==> src/rtl/ucode_pkg.sv <==
// Shared types and sizes for the control-memory loader.
// Latency: n/a (types and constants only).
// Backpressure: n/a.
package ucode_pkg;

  localparam int AW       = 8;            // control-memory address width
  localparam int DW       = 32;           // microinstruction width
  localparam int BW       = 8;            // host byte width
  localparam int BPW      = DW / BW;      // bytes per microinstruction
  localparam int CM_DEPTH = 1 << AW;      // control-memory words
  localparam int IDXW     = (BPW > 1) ? $clog2(BPW) : 1;

  typedef enum logic [1:0] {
    ST_IDLE     = 2'd0,
    ST_ASSEMBLE = 2'd1,
    ST_WRITE    = 2'd2,
    ST_DONE     = 2'd3
  } state_t;

endpackage

==> src/rtl/ucode_byte_packer.sv <==
// Packs host bytes little-endian into one microinstruction word.
// Latency: byte visible in o_word the cycle after i_push; o_word_full is combinational.
// Backpressure: none internally; the caller gates i_push with its own handshake.
//
// Ports:
//   i_clk, i_rst_n : clock, async active-low reset
//   i_clear        : return byte index to 0 (word contents are kept)
//   i_push, i_byte : store i_byte at the current byte index
//   o_word         : assembled word (holds its value when not pushing)
//   o_word_full    : i_push is landing the last byte of a word this cycle
module ucode_byte_packer
  import ucode_pkg::*;
(
  input  logic          i_clk,
  input  logic          i_rst_n,
  input  logic          i_clear,
  input  logic          i_push,
  input  logic [BW-1:0] i_byte,
  output logic [DW-1:0] o_word,
  output logic          o_word_full
);

  logic [IDXW-1:0] r_idx;
  logic [DW-1:0]   r_word;
  logic            w_last;

  assign w_last      = (r_idx == IDXW'(BPW - 1));
  assign o_word_full = i_push && w_last;
  assign o_word      = r_word;

  always_ff @(posedge i_clk or negedge i_rst_n) begin
    if (!i_rst_n) begin
      r_idx  <= '0;
      r_word <= '0;
    end else if (i_clear) begin
      // Clear wins: an aborted partial word must not advance the index.
      r_idx <= '0;
    end else if (i_push) begin
      r_word[BW*r_idx +: BW] <= i_byte;
      r_idx                  <= w_last ? '0 : r_idx + IDXW'(1);
    end
  end

endmodule

==> src/rtl/ucode_load_ctrl.sv <==
// Run-time loader/arbiter for the microsequencer control memory: holds the CPU,
// packs host bytes into words and writes them to consecutive addresses.
// Latency: >= BPW+1 cycles per word; DONE adds one restart cycle at the end of a load.
// Backpressure: rx_ready only in ASSEMBLE; the host stalls freely via rx_valid.
//
// Ports:
//   CLK, RST                         : clock, async active-low reset
//   load_req/load_base/load_count    : start a load (sampled in IDLE only)
//   load_abort                       : end a load early (ASSEMBLE/WRITE only)
//   rx_valid/rx_data/rx_ready        : host byte stream
//   car                              : sequencer address, routed to cm_a in IDLE
//   cm_a/cm_d/cm_we                  : control-memory write/address port
//   cpu_hold/seq_restart/busy        : sequencer control and status
//   words_done                       : words written by the current/last load
module ucode_load_ctrl
  import ucode_pkg::*;
(
  input  logic          CLK,
  input  logic          RST,
  input  logic          load_req,
  input  logic [AW-1:0] load_base,
  input  logic [AW:0]   load_count,
  input  logic          load_abort,
  input  logic          rx_valid,
  input  logic [BW-1:0] rx_data,
  output logic          rx_ready,
  input  logic [AW-1:0] car,
  output logic [AW-1:0] cm_a,
  output logic [DW-1:0] cm_d,
  output logic          cm_we,
  output logic          cpu_hold,
  output logic          seq_restart,
  output logic          busy,
  output logic [AW:0]   words_done
);

  state_t        r_state;
  state_t        w_state_nxt;
  logic [AW-1:0] r_wr_addr;
  logic [AW:0]   r_remaining;
  logic [AW:0]   r_words_done;

  logic w_start;
  logic w_push;
  logic w_clear;
  logic w_word_full;
  logic w_last_word;

  // Handshake is derived from state directly so the packer path never
  // loops back through the output decode below.
  assign w_start     = (r_state == ST_IDLE) && load_req && (load_count != '0);
  assign w_push      = (r_state == ST_ASSEMBLE) && rx_valid && !load_abort;
  assign w_clear     = w_start || ((r_state == ST_ASSEMBLE) && load_abort);
  assign w_last_word = (r_remaining == (AW+1)'(1));

  ucode_byte_packer u_packer (
    .i_clk       (CLK),
    .i_rst_n     (RST),
    .i_clear     (w_clear),
    .i_push      (w_push),
    .i_byte      (rx_data),
    .o_word      (cm_d),
    .o_word_full (w_word_full)
  );

  always_ff @(posedge CLK or negedge RST) begin
    if (!RST) begin
      r_state <= ST_IDLE;
    end else begin
      r_state <= w_state_nxt;
    end
  end

  always_comb begin
    w_state_nxt = r_state;
    rx_ready    = 1'b0;
    cm_we       = 1'b0;
    cpu_hold    = 1'b1;
    seq_restart = 1'b0;
    busy        = 1'b1;
    cm_a        = r_wr_addr;
    case (r_state)
      ST_IDLE: begin
        cpu_hold = 1'b0;
        busy     = 1'b0;
        cm_a     = car;
        if (w_start) w_state_nxt = ST_ASSEMBLE;
      end
      ST_ASSEMBLE: begin
        rx_ready = 1'b1;
        if (load_abort)       w_state_nxt = ST_DONE;
        else if (w_word_full) w_state_nxt = ST_WRITE;
      end
      ST_WRITE: begin
        cm_we = 1'b1;
        // An abort here still lets this word land; only the next one is skipped.
        if (load_abort || w_last_word) w_state_nxt = ST_DONE;
        else                           w_state_nxt = ST_ASSEMBLE;
      end
      ST_DONE: begin
        seq_restart = 1'b1;
        w_state_nxt = ST_IDLE;
      end
      default: w_state_nxt = ST_IDLE;
    endcase
  end

  always_ff @(posedge CLK or negedge RST) begin
    if (!RST) begin
      r_wr_addr    <= '0;
      r_remaining  <= '0;
      r_words_done <= '0;
    end else if (w_start) begin
      r_wr_addr    <= load_base;
      r_remaining  <= load_count;
      r_words_done <= '0;
    end else if (r_state == ST_WRITE) begin
      // Address wraps modulo the memory depth by natural overflow.
      r_wr_addr    <= r_wr_addr + AW'(1);
      r_remaining  <= r_remaining - (AW+1)'(1);
      r_words_done <= r_words_done + (AW+1)'(1);
    end
  end

  assign words_done = r_words_done;

endmodule
==> config.mk <==
export PLATFORM = sky130hd
export DESIGN_NAME = ucode_load_ctrl
export DESIGN_NICKNAME = d
export VERILOG_FILES = /design/src/rtl/ucode_pkg.sv /design/src/rtl/ucode_byte_packer.sv /design/src/rtl/ucode_load_ctrl.sv
export SDC_FILE = /design/constraint.sdc
export NUM_CORES = 1
export LEC_CHECK = 0
export ABC_CLOCK_PERIOD_IN_PS = 1800
export BUFFER_PORTS_ARGS = -buffer_cell sky130_fd_sc_hd__buf_2
export CORE_MARGIN = 2
export CORE_UTILIZATION = 39
export CTS_BUF_LIST = sky130_fd_sc_hd__clkbuf_2
export CTS_CLUSTER_DIAMETER = 80
export DETAILED_ROUTE_END_ITERATION = 7
export PLACE_DENSITY = 0.72
export RECOVER_POWER = 100
export SETUP_SLACK_MARGIN = 0.2
export SKIP_LAST_GASP = 1
export SLEW_MARGIN = 20
export SYNTH_ARGS = -nofsm -noshare
export SYNTH_HDL_FRONTEND = slang
export SYNTH_SLANG_ARGS = --single-unit
export TNS_END_PERCENT = 100
==> constraint.sdc <==
create_clock -name CLK -period 1.8 [get_ports CLK]
set_input_delay 0.54 -clock CLK [delete_from_list [all_inputs] [get_ports CLK]]
set_output_delay 0.54 -clock CLK [all_outputs]
set_load 0.05 [all_outputs]
Yosys cells after proc, flatten, opt, wreduce, memory -nomap -nowiden --
Cells that the tools add are included.
Cells by class: add/subtract/negate cells 5, eq/ne operators 7, shift operators 2, muxes and demuxes 20, bitwise logic cells 1, reduce and logical (&&, ||, !) cells 15
Operators by type and width (count):
- $mux W9 | 4
- $neg A5 Y34 | 1
- $shift A8 B34 Y32 const A | 1
- $shiftx A8 B34 Y32 | 1
- $bwmux W32 | 1
- $mux W8 | 3
- $mux W2 | 7
- $add A9 B1 Y9 const B | 1
- $eq A9 B1 Y1 const B | 1
- $reduce_bool A9 Y1 | 1
- $sub A9 B1 Y9 const B | 1
- $add A8 B1 Y8 const B | 1
- $pmux W2 S4 | 1
- $eq A2 B2 Y1 const B | 3
- $logic_and A1 B1 Y1 | 6
- $mux W1 | 4
- $reduce_and A2 Y1 | 2
- $reduce_bool A2 Y1 | 2
- $ne A3 B2 Y1 const B | 1
- $add A2 B1 Y2 const B | 1
- $eq A2 B1 Y1 const B | 1
- $logic_not A2 Y1 | 1
- $logic_or A1 B1 Y1 | 2
- $ne A2 B2 Y1 const B | 1
- 2 further kinds | 2
Word-level totals: flip-flop bits (word level) 62, bits of input ports 38, output and inout bits 54, word-level logic and storage cells 56

Longest topological paths before layout --
Gate-level depths: netlist (run 1).
depth after elaboration 7, mapped depth 8, depth with buffers taken out 5

Modules after synthesis --
A second synthesis (run 1) with hierarchy kept.
Second synthesis, totals: cells, all modules 336, area, all modules 3508.4 µm²
By module, submodules not included:
- ucode_load_ctrl | instances 1, cells an instance 188, area an instance 1762.9 µm², seq. area each 700.7 µm²
- ucode_byte_packer | instances 1, cells an instance 148, area an instance 1745.4 µm², seq. area each 850.8 µm²

Least setup slack after synthesis (run 1) --
Ideal clock, no wire load.
kind register to output, start register r_state[1], end output cm_a[0], data arrival time 1967 ps, required time 1260 ps, setup slack -707 ps, cell stages (with the launch flop) 5, path buffers 2, cell sequence dfrtp_1 > buf_6 > clkbuf_1 > nor2_2 > o21ai_0
On the way: longest elaborated chain between the ends 2
Ends and longest elaborated chain:
- from (decl) | line ucode_load_ctrl.sv:37 | state_t r_state;
- from (signal assigned) | line ucode_load_ctrl.sv:70 | r_state <= w_state_nxt;
- $logic_not A2 Y1 | line ucode_load_ctrl.sv:82 | case (r_state)
- $mux W8 | line ucode_load_ctrl.sv:82
- to (decl) | line ucode_load_ctrl.sv:28 | output logic [AW-1:0] cm_a,
Every way passes these cells.

Worst setup path after layout (run 1) --
start register r_state[1], end output rx_ready
On the way: longest elaborated chain between the ends 2
Ends and longest elaborated chain:
- $eq A2 B1 Y1 | line ucode_load_ctrl.sv:82
- $mux W1 | line ucode_load_ctrl.sv:82
- to (decl) | line ucode_load_ctrl.sv:26 | output logic rx_ready,
Every way passes these cells.

==> run summary, run 1 <==
The number of pins exceeding their max-slew limit in the final report came out at 0. The number of buffers created by CTS came out at 9. The synthesized design contains 62 register bits. The region available for standard cell placement spans between 8000 and 9000 sq um. The number of inserted diodes came out at 0. Per report_power, the sequential group accounts for 27.9% of the total.

Yosys attributes the largest share of cell area to dfrtp_1 (48%), nand2_1 (10%), o21ai_0 (6.6%). The detailed placer's ending HPWL is 6190 um. The reported net switching power is 3.56 mW.

The type of the worst setup path is reg2out. Counting flops with an async set or reset pin after synthesis yields a share of 100%. The final reports fail on negative setup slack.

For the final routed database, the setup TNS stands at -4.30 ns. The final-layout worst hold slack is 0.298 ns. The final setup violation count came out at 17. The required time at the worst-slack endpoint came out at 1.26 ns. The initial core utilization is 39.5%. The startpoint identified for the worst register-to-register timing path is r_state[1]. The post-synthesis cell area came out at 3200 sq um. The launching instance or port of the critical path is r_state[1]. In this run the power density over the cells is 1460 nW/um^2. The overall track demand over capacity in global routing is 21.0%. The number of antenna violations at the first check in global routing came to 0. The slew at the pin with the worst max-slew slack came out at around 1.1 ns.

Of the total power, combinational logic draws between 60% and 70%. 92 I/O pins were placed. The final period utilization is 121%. In the final layout, the share of cells above drive strength 1 is ~50%. The number of maximum-capacitance constraint violations is 0. In this run the number of H-tree levels came out at 3.

The worst hold path belongs to the class in2reg. The peak supply drop is 1.15 mV. The share of Yosys cell area claimed by the top area cell type is 48.5%. The die is 94.6 um wide. The TritonCTS sink count is 62.

After synthesis, the mean cell area works out to approximately 9.3 sq um. The maximum number of pins on one net before global-route repair came out at 27. The routability congestion estimate from global placement is roughly 0.85. The clock insertion delay at the later pin of the skew report came out at 0.46 ns. The root buffer cell chosen for the clock tree is clkbuf_2. For this run, the post-layout net count is 554. Setup repair after global routing could not meet its margin everywhere. The number of global-route vias before repair came to 3085.

The startpoint identified for the worst hold timing path is load_base[4]. The run finished, with violations left. The worst setup path is launched from a register.

The area enclosed by the die boundary came out at 8950 sq um. The dominant synthesized flop cell is dfrtp_1. After detailed routing, the average wire length per cell comes to 16.3 um. The synthesized design spends more area on one cell type than any other, namely dfrtp_1. The final critical-path setup slack is -0.384 ns. TritonCTS built the clock tree. The switching fraction of total power came out at a little under half. The average via count per standard cell is 5.33.

The height of the die came out at 94.6 um. The number of rows in the core area came out at 33. The final antenna-violating net count is 0. The number of library cell types mapped by synthesis is 50. The number of nets produced by synthesis came out at 390. The total overflow reported by the global router is 0. The count of port buffers added during placement came out at 91. The clock transition at the registers of the reported paths came out at 0.17 ns.

After layout, the minimum clock period comes to 2.18 ns. The post-synthesis cell count came out at 343. No sink is reached through more buffers than the 2 on the longest clock path. The internal power contribution is 3.96 mW. The part of the total power dissipated in the clock network came out at 9.0%. Data arrives at the worst endpoint at 1.64 ns.

For this block, the routed nets add up to 10100 um of wire. The worst setup path is captured at an output port. The global-route wire length before repair is approximately 15000 um. The pre-antenna-repair detailed-routing pass consisted of 4 iterations. In this run the tightest slew margin relative to its limit is 29.1%.

Yosys mapped a number of flops with a built-in enable equal to 0. The via count is ~3300. During synthesis, Yosys emitted a total of 0 warnings. The first routing iteration left 150 violations.

In the layout the commonest cells are buf_6 (59), dfrtp_1 (59), nand2_1 (58). The number of hold violations in the final report is 0. The standby leakage power is 2.35 nW. The sequential element share of the synthesized area came out at 48.5%. The clock skew is approximately 0.019 ns.

In this run the worst path has a maximum fanout of 8. The synthesis-to-finish area growth is 61.0%. After detailed routing, the number of remaining DRC violations is 0. The fmax came out at ~0.46 GHz.
synthesized netlist by cell type (2+ instances only):
master / instances
nand2_1: 85
dfrtp_1: 62
o21ai_0: 42
nor2_1: 19
inv_1: 15
mux2_2: 11
xor2_1: 11
ha_1: 9
nand3_1: 9
nand4_1: 8
a222oi_1: 5
clkbuf_1: 5
nor3b_1: 5
buf_2: 4
a21oi_1: 3
a221o_1: 3
nor3_1: 3
nor4_1: 3
o211ai_1: 3
a21o_1: 2
a22oi_1: 2
buf_4: 2
buf_6: 2
nand2b_1: 2
o31ai_1: 2
or4_1: 2
cells by family after synthesis:
kind of cell,share of synthesized area (%)
muxes,4.18
and+or+nand+nor,21.1
adders and majority gates,3.52
AOI/OAI and AO/OA,15.4
xor gates and xnor gates,3.01
buffers and inverters,4.30
DFF,48.5
cell type report:
class	count	area, sq um
fillers	645	2940
multi-input cells	257	1860
flip-flops and latches	62	1560
repair buffers	162	1460
well taps	105	131
inverters	15	62.6
clock buffers	11	55.1
clock inverters	5	26.3
final timing paths:
check	cells past startpoint	slack, ns	end
min in group asynchronous	2	0.76	u_packer.o_word[22]
max in group asynchronous	3	0.05	r_remaining[3]
setup reg to reg	7	-0.04	r_remaining[5]
hold reg to reg	2	0.52	u_packer.o_word[31]
hold / removal	3	0.30	r_wr_addr[4]
setup / recovery	6	-0.38	rx_ready
what timing repair did:
action,CTS,global route
hold buffers,1,0
cloned,0,6
buffers inserted,26,19
resized for setup,136,84
endpoints found under the setup margin,110,106
hold endpoints to repair,14,0
pin swaps,0,28
worst max-delay path, cell delays in order (launching register included):
cell and delay (ns):
dfrtp_1 0.44, buf_4 0.16, buf_6 0.11, buf_8 0.13
nand2b_4 0.15, inv_4 0.07, buf_8 0.14
flip-flops by register name (all words and copies together) (netlist names):
name             count
u_packer.o_word     32
r_remaining          9
words_done           9
r_wr_addr            8
r_state              2
u_packer.r_idx       2
layer usage:
layer  part of all wire [%]  global-route usage [%]  vias up  wire length (um)
li1                       -                       -     1541                 -
met1                     41                    25.7     1605              4160
met2                     51                    36.4      129              5120
met3                    6.3                    5.19       14               635
met4                    1.4                    7.00        0               142
met5                      0                       0        -                 0
power by group through the flow:
| stage | clock [mW] | combinational (mW) | sequential, mW |
|---|---|---|---|
| floorplan | 0 | 2.22 | 2.40 |
| global placement | 0 | 3.38 | 2.09 |
| detailed placement | 0 | 3.45 | 2.11 |
| CTS | 0.704 | 4.19 | 2.08 |
| global route | 0.760 | 5.03 | 2.14 |
| finish | 0.678 | 4.74 | 2.10 |
stage by stage:
step / utilization, % / worst slack (ns) / area, sq um / power (mW) / instances
global route: 63.7 / -0.477 / 5150 / 7.93 / 617
global placement: 48.9 / -0.0284 / 3960 / 5.47 / 549
finish: 63.7 / -0.384 / 5150 / 7.52 / 617
detailed placement: 48.9 / -0.0794 / 3960 / 5.56 / 549
floorplan: - / -0.168 / 3250 / 4.62 / 343
CTS: 57.8 / -0.439 / 4680 / 6.98 / 592
No activity file was read; power rests on OpenSTA's default activity.
==> run 2, diff against run 1 <==
CORE_MARGIN = unset   (was 2)
==> run 2 against run 1 <==
Compared with the run above:
- non-clock buffer count rose by 26
- flip-flop and latch count did not move
- register-to-register slack got worse by 0.15 ns
- the run still ends with negative setup slack left
- die area fell by 4.2%
- final cell count rose by 3.6%
- fmax fell by 2.3%
==> run summary, run 2 (synthesis gave the netlist of run 1 again) <==
STA classifies the critical path endpoint as an output port. The design area came out at 5300 sq um. The number of hold violations in the final report is 0. The most common cell type on the critical path is buf_6. Of the total power, the clock network draws around an eighth. The final-layout worst hold slack came out at 0.270 ns.

The peak per-stage delay on the critical path is 0.48 ns. Input and output buffers added on the ports amount to 91. From synthesis to final layout, the design area changed by 65.5%. The required time at the worst-slack endpoint came out at roughly 1.3 ns. The count of nets left with antenna violations once routing finished came out at 0. The final critical path time including I/O delays and setup came out at 2.24 ns.

The checks that failed: negative setup slack. The area enclosed by the die boundary came out at 8570 sq um. Entering global routing, the biggest net connects 63 pins. For this configuration, the core starts out at a cell density of approximately two fifths. The residual DRC count came out at 0. The number of global-route vias before repair was 3361.

The type of the worst setup path is reg2out. Net switching is between 40% and 50% of the power. Traced cell by cell, the critical path runs through buf_4 -> buf_6 -> buf_6 -> nand2b_4 -> inv_4 -> buf_8. The number of cells on the worst hold path is 3. The register with the most flip-flops in the layout has 32 of them.

The via count came out at between 3000 and 4000. The overall track demand over capacity in global routing came out at approximately a quarter. Setup repair after global routing could not meet its margin everywhere. The combinational share of power is 62.5%. The number of pins exceeding their max-slew limit in the final report was 0. The number of antenna diodes in the final layout is 0. The post-layout net count came out at 579. The power density normalized to cell area came out at 1550 nW/um^2.

Headroom to the max-slew limit came out at 41.0%. TritonCTS built the clock tree. Counting the buffers created by CTS gives 9. Including well taps, the total number of placed cells is around 550. The data arrival at the endpoint of the critical path came out at 1.70 ns.

Summed over all layers, the routed wires come to 10600 um. The TritonCTS sink count is 62. The class of the most critical hold timing path is in2reg.

Once layout is complete, the cells apart from fillers number 639. In the final layout, the share of cells above drive strength 1 is 54.0%. The cell depth of the worst flop-to-flop path came out at 8. Clock-pin slew was measured on the worst setup and hold paths at 0.18 ns. Static timing analysis puts the maximum clock frequency at between 0.4 and 0.5 GHz. The most common cell after layout, fill and taps aside is buf_4. The total overflow reported by the global router is 0. Along the worst path, the maximum fanout reaches 4. The longest clock path from root to sink contains 2 buffers.

The post-placement cell area came out at between 3000 and 4000 sq um. The number of rows in the core area is 32. For this design the total switching power over the nets is between 3 and 4 mW. The slew at the pin with the worst max-slew slack is 0.885 ns. The final setup violation count came out at 70. The peak supply drop came out at 1.28 mV. The flow ran to the end, but the final reports show violations. The I/O pin total came out at 92.

The first TritonRoute pass finished after 5 iterations. At the end of routability-driven placement, the weighted congestion stood at 0.835. In the layout the commonest cells are buf_4 (79), dfrtp_1 (59), nand2_1 (49). After layout, the worst path uses 124% of the clock period. The standby leakage power is 2.50 nW. The slowest library cell on the worst path is dfrtp_2. The detailed router's first-iteration violation count came out at 117. The clock insertion delay at the later pin of the skew report is between 0.4 and 0.5 ns. The clock skew is 0.0270 ns. Measured on the finished design, the core utilization comes to 67.5%. The worst setup path is launched from a register. The final critical-path setup slack is -0.436 ns. The final sum of negative setup slack is -10.89 ns. Across the run, the number of max-cap violations was 0. The average via count per standard cell came out at 5.30. The first global-routing pass estimated 15700 um of wire.

The total core area came out at 7850 sq um. The die extent in x came out at between 90 and 100 um. The number of antenna violations at the first check in global routing was 0. The maximum level of the CTS H-tree is 3. The internal power contribution is 4.48 mW. From bottom edge to top edge, the die measures 92.6 um. The tree is rooted in a clkbuf_2. Detailed placement finished with a half-perimeter wire length of 5680 um. Sequential cells account for 25.5% of the total power. The average detailed-routed wire length per instance came out at 16.5 um.
run 2: cell count changes in the layout (fill, tap and decap cells not counted), sizes merged:
cell,delta
bufinv,+2
a31o,-1
clkbuf,+26
buf,-1
clkinv,-1
run 2: area by class of cell:
cell class | instances | area (sq um)
fill | 626 | 2550
multi-input combinational | 256 | 1910
sequential | 62 | 1560
timing repair buffer | 188 | 1510
tap | 102 | 128
clock inverter | 6 | 86.3
inverter | 15 | 62.6
clock buffer | 10 | 50.0
run 2: worst paths after layout:
check                                     from                   to  slack, ns
worst min-delay path              load_base[1]         r_wr_addr[1]       0.27
max in group asynchronous                  RST        words_done[1]       0.37
worst max register to register      r_state[1]       r_remaining[5]      -0.19
worst max-delay path                r_state[1]             rx_ready      -0.44
min in group asynchronous                  RST  u_packer.o_word[10]       0.78
worst min register to register  r_remaining[7]       r_remaining[7]       0.52
run 2: routing by layer:
layer,vias to the layer above,GRT usage [%],share of wire [%]
li1,1590,-,-
met3,24,6.81,7.5
met4,0,7.42,2.1
met2,162,40.0,52
met5,-,0,0
met1,1613,28.2,38
run 2: worst max-delay path, delay by kind of cell, from the launching register on:
kind / cells / cell delay (ns)
flip-flops: 1 / 0.48
buffers and inverters: 5 / 0.59
AND/OR/NAND/NOR: 1 / 0.15
run 2: timing repair:
item                       CTS  global route
hold endpoints to repair     0            29
setup buffers               49            23
pin swaps                   17            28
cloned                       2             2
gates resized for setup    194            77
hold buffers                 0             1
setup endpoints to repair  110           113
run 2: power groups by stage:
stage	Clock (mW)	Combinational, mW	Sequential [mW]
finish	0.987	5.14	2.10
global route	1.08	5.42	2.14
CTS	1.01	4.72	2.09
detailed placement	0	3.38	2.11
global placement	0	3.31	2.09
floorplan	0	2.22	2.40
run 2: through the flow:
stage	power (mW)	setup slack, ns
floorplan	4.62	-0.168
global placement	5.41	-0.0289
detailed placement	5.48	-0.0804
CTS	7.81	-0.455
global route	8.65	-0.532
finish	8.22	-0.436
==> run 3, diff against run 2 <==
CORE_ASPECT_RATIO = 0.7   (was unset)
REMOVE_ABC_BUFFERS = 1   (was unset)
==> run 3 against run 2 <==
Compared with the run above:
- the flow still finishes with violations (negative setup slack)
- routed wire length is 0.13% lower
- combinational power hardly changed
- worst hold slack worse by 0.0092 ns
- global-route usage is 1.6 points lower
- via count is 1.6% lower
- power is 1.9% lower
- critical path type unchanged
- critical endpoint is now cm_a[3]
==> run summary, run 3 (synthesis gave the netlist of run 1 again) <==
The standby leakage power is 2.35 nW. The maximum number of pins on one net before global-route repair is 63. The tree is rooted in a clkbuf_2. The path with the worst hold slack has its endpoint at r_wr_addr[4]. The final critical-path setup slack came out at -0.451 ns. The count of port buffers added during placement came out at 91.

The total power of the final layout came out at 8.06 mW. Leaving out fill and tap cells, the most frequent cells in the layout are buf_4 (71), dfrtp_1 (59), nand2_1 (56). The biggest fanout along the worst timing path is 10. For this run, design rule violations remaining after detail routing come to 0.

The design area is 5130 sq um. The number of flip-flops under the largest register name came out at 32. The endpoint identified for the worst register-to-register timing path is r_wr_addr[2]. The average detailed-routed wire length per instance came out at 17.1 um.

The number of inserted diodes is 0. The detailed placer's ending HPWL is 6130 um. No sink is reached through more buffers than the 2 on the longest clock path. The clock tree synthesis step divided the H-tree into 3 levels.

The worst setup path is launched from a register. The area enclosed by the die boundary came out at 8580 sq um. The height of the die came out at roughly 78 um. The post-placement cell area came out at 3920 sq um. The worst-case register-to-register setup slack is -0.36 ns.

Setup repair after global routing could not meet its margin everywhere. The clock insertion delay at the later pin of the skew report is around 0.50 ns. The reg-to-reg critical path startpoint is r_state[1]. The setup path with the least slack is of type reg2out. The critical path depth is 4. The total core area came out at 7910 sq um.

The synthesis-to-finish area growth is 60.2%. For the worst setup path, the data arrival time is 1.71 ns. The TritonCTS sink count came out at 62. The power density normalized to cell area is around 1600 nW/um^2. The total wire length came out at 10500 um.

In this run the worst hold path is classified as in2reg. The number of maximum-capacitance constraint violations came out at 0. The total overflow reported by the global router is 0. The final critical path time including I/O delays and setup is 2.25 ns. The final reports fail on negative setup slack. The library cell used most frequently in the layout, excluding fill and tap cells, is buf_4. The initial core utilization is between 40% and 50%. The run finished, with violations left. The filler cells instantiated in the layout total roughly 650. Global routing used 21.8% of the available tracks across all layers. The worst pin sits at a relative slew slack of 42.0%. Routability-driven placement finished with a final weighted congestion of 0.827. The detailed router's first-iteration violation count is 257. On the critical path, the stage with the largest delay is an instance of dfrtp_1. The peak per-stage delay on the critical path is 0.42 ns.

The number of detailed-route iterations in the first pass came out at 5. The required time at the worst-slack endpoint came out at roughly 1.3 ns. The clock skew came out at around 0.018 ns. Walking the worst path, the cells encountered are nor2_2 -> buf_12 -> mux2_2 -> buf_6. The post-layout net count came out at 558.

The startpoint identified for the worst hold timing path is load_base[4]. The peak supply drop came out at 1.16 mV. The nature of the critical path endpoint is an output port. The slew at the pin with the worst max-slew slack is ~0.87 ns. The number of antenna violations at the first check in global routing came out at 0.

The number of buffers created by CTS came out at 9. The number of rows in the core area came out at 27. The fraction of final layout cells sized beyond drive strength 1 came out at between 50% and 60%.

From left edge to right edge, the die measures 110 um. The average via count per standard cell came out at around 5.4. The number of cells on the worst hold path is 3. The I/O pin total is 92. The cell depth of the worst flop-to-flop path is 13. Counting both buffers and inverters, the worst setup path holds a total of 2. The clock transition at the registers of the reported paths came out at 0.18 ns. TritonCTS built the clock tree. The global-route wire length before repair is 14100 um. The via count came out at 3334. The dominant delay contributor by cell family on the critical path is flip-flops. The final period utilization is 125%. The number of hold violations in the final report was 0. The final setup violation count came out at 72. The fmax is 0.444 GHz. The number of pins exceeding their max-slew limit in the final report is 0. The number of global-route vias before repair is 2955. The final antenna-violating net count came out at 0.
-- run 3: cell types whose count changed in the layout (fill, tap and decap cells not counted), moves of 3 or more --
cell,previous run,this run
mux2_2,4,11
buf_8,14,6
o21ai_0,5,10
mux2_4,7,0
clkbuf_4,30,21
nor3b_1,1,4
buf_12,0,3
o21ai_1,25,18
nor3b_2,4,1
nand2_2,28,20
buf_4,79,71
nand2_1,49,56
-- run 3: worst min-delay path, stage by stage --
cell and delay (ns):
buf_2 0.08, a222oi_1 0.07, inv_1 0.06
-- run 3: report_power, final --
part | internal (mW) | switching (mW)
Combinational | 2.26 | 2.89
Clock | 0.311 | 0.537
Sequential | 1.73 | 0.332
Total | 4.31 | 3.76
-- run 3: through the flow --
step / util (%) / setup TNS [ns] / worst slack [ns] / cells / hold slack [ns]
2_1_floorplan: - / -1.78 / -0.580 / 329 / 0.244
3_3_place_gp: 49.6 / -0.0232 / -0.00714 / 545 / 0.456
3_5_place_dp: 49.6 / -0.516 / -0.0815 / 545 / 0.465
4_1_cts: 57.4 / -4.78 / -0.465 / 580 / 0.0149
5_1_grt: 64.9 / -21.50 / -0.552 / 617 / 0.187
6_report: 64.9 / -16.92 / -0.451 / 617 / 0.261
-- run 3: repair_timing --
| item | 4_1_cts | 5_1_grt |
|---|---|---|
| endpoints found under the hold margin | 0 | 13 |
| hold buffers | 0 | 1 |
| cloned | 0 | 6 |
| endpoints found under the setup margin | 100 | 110 |
| setup buffers | 19 | 30 |
| pin swaps | 1 | 58 |
| resized for setup | 120 | 136 |
-- run 3: worst max path at each step --
stage                             start            to  slack (ns)
after floorplan              r_state[1]       cm_a[0]       -0.58
after global placement    load_count[5]  r_wr_addr[3]      -0.007
after detailed placement  load_count[5]  r_wr_addr[2]       -0.08
after CTS                    r_state[0]       cm_a[6]       -0.46
after global routing         r_state[0]       cm_a[7]       -0.55
final                        r_state[0]       cm_a[3]       -0.45
-- run 3: area by class of cell --
class	count	area (sq um)	share of cell area [%]
timing repair buffer	167	1370	26.8
clock inverter	7	65.1	1.27
tap	101	126	2.46
multi-input combinational	256	1900	37.1
clock buffer	9	45.0	0.878
inverter	15	61.3	1.20
sequential	62	1560	30.3
-- run 3: routing by layer --
metal	GRT usage, %	wire length (um)
met1	31.0	4700
met2	30.7	4920
met3	7.31	740
met4	7.11	182
met5	0	0
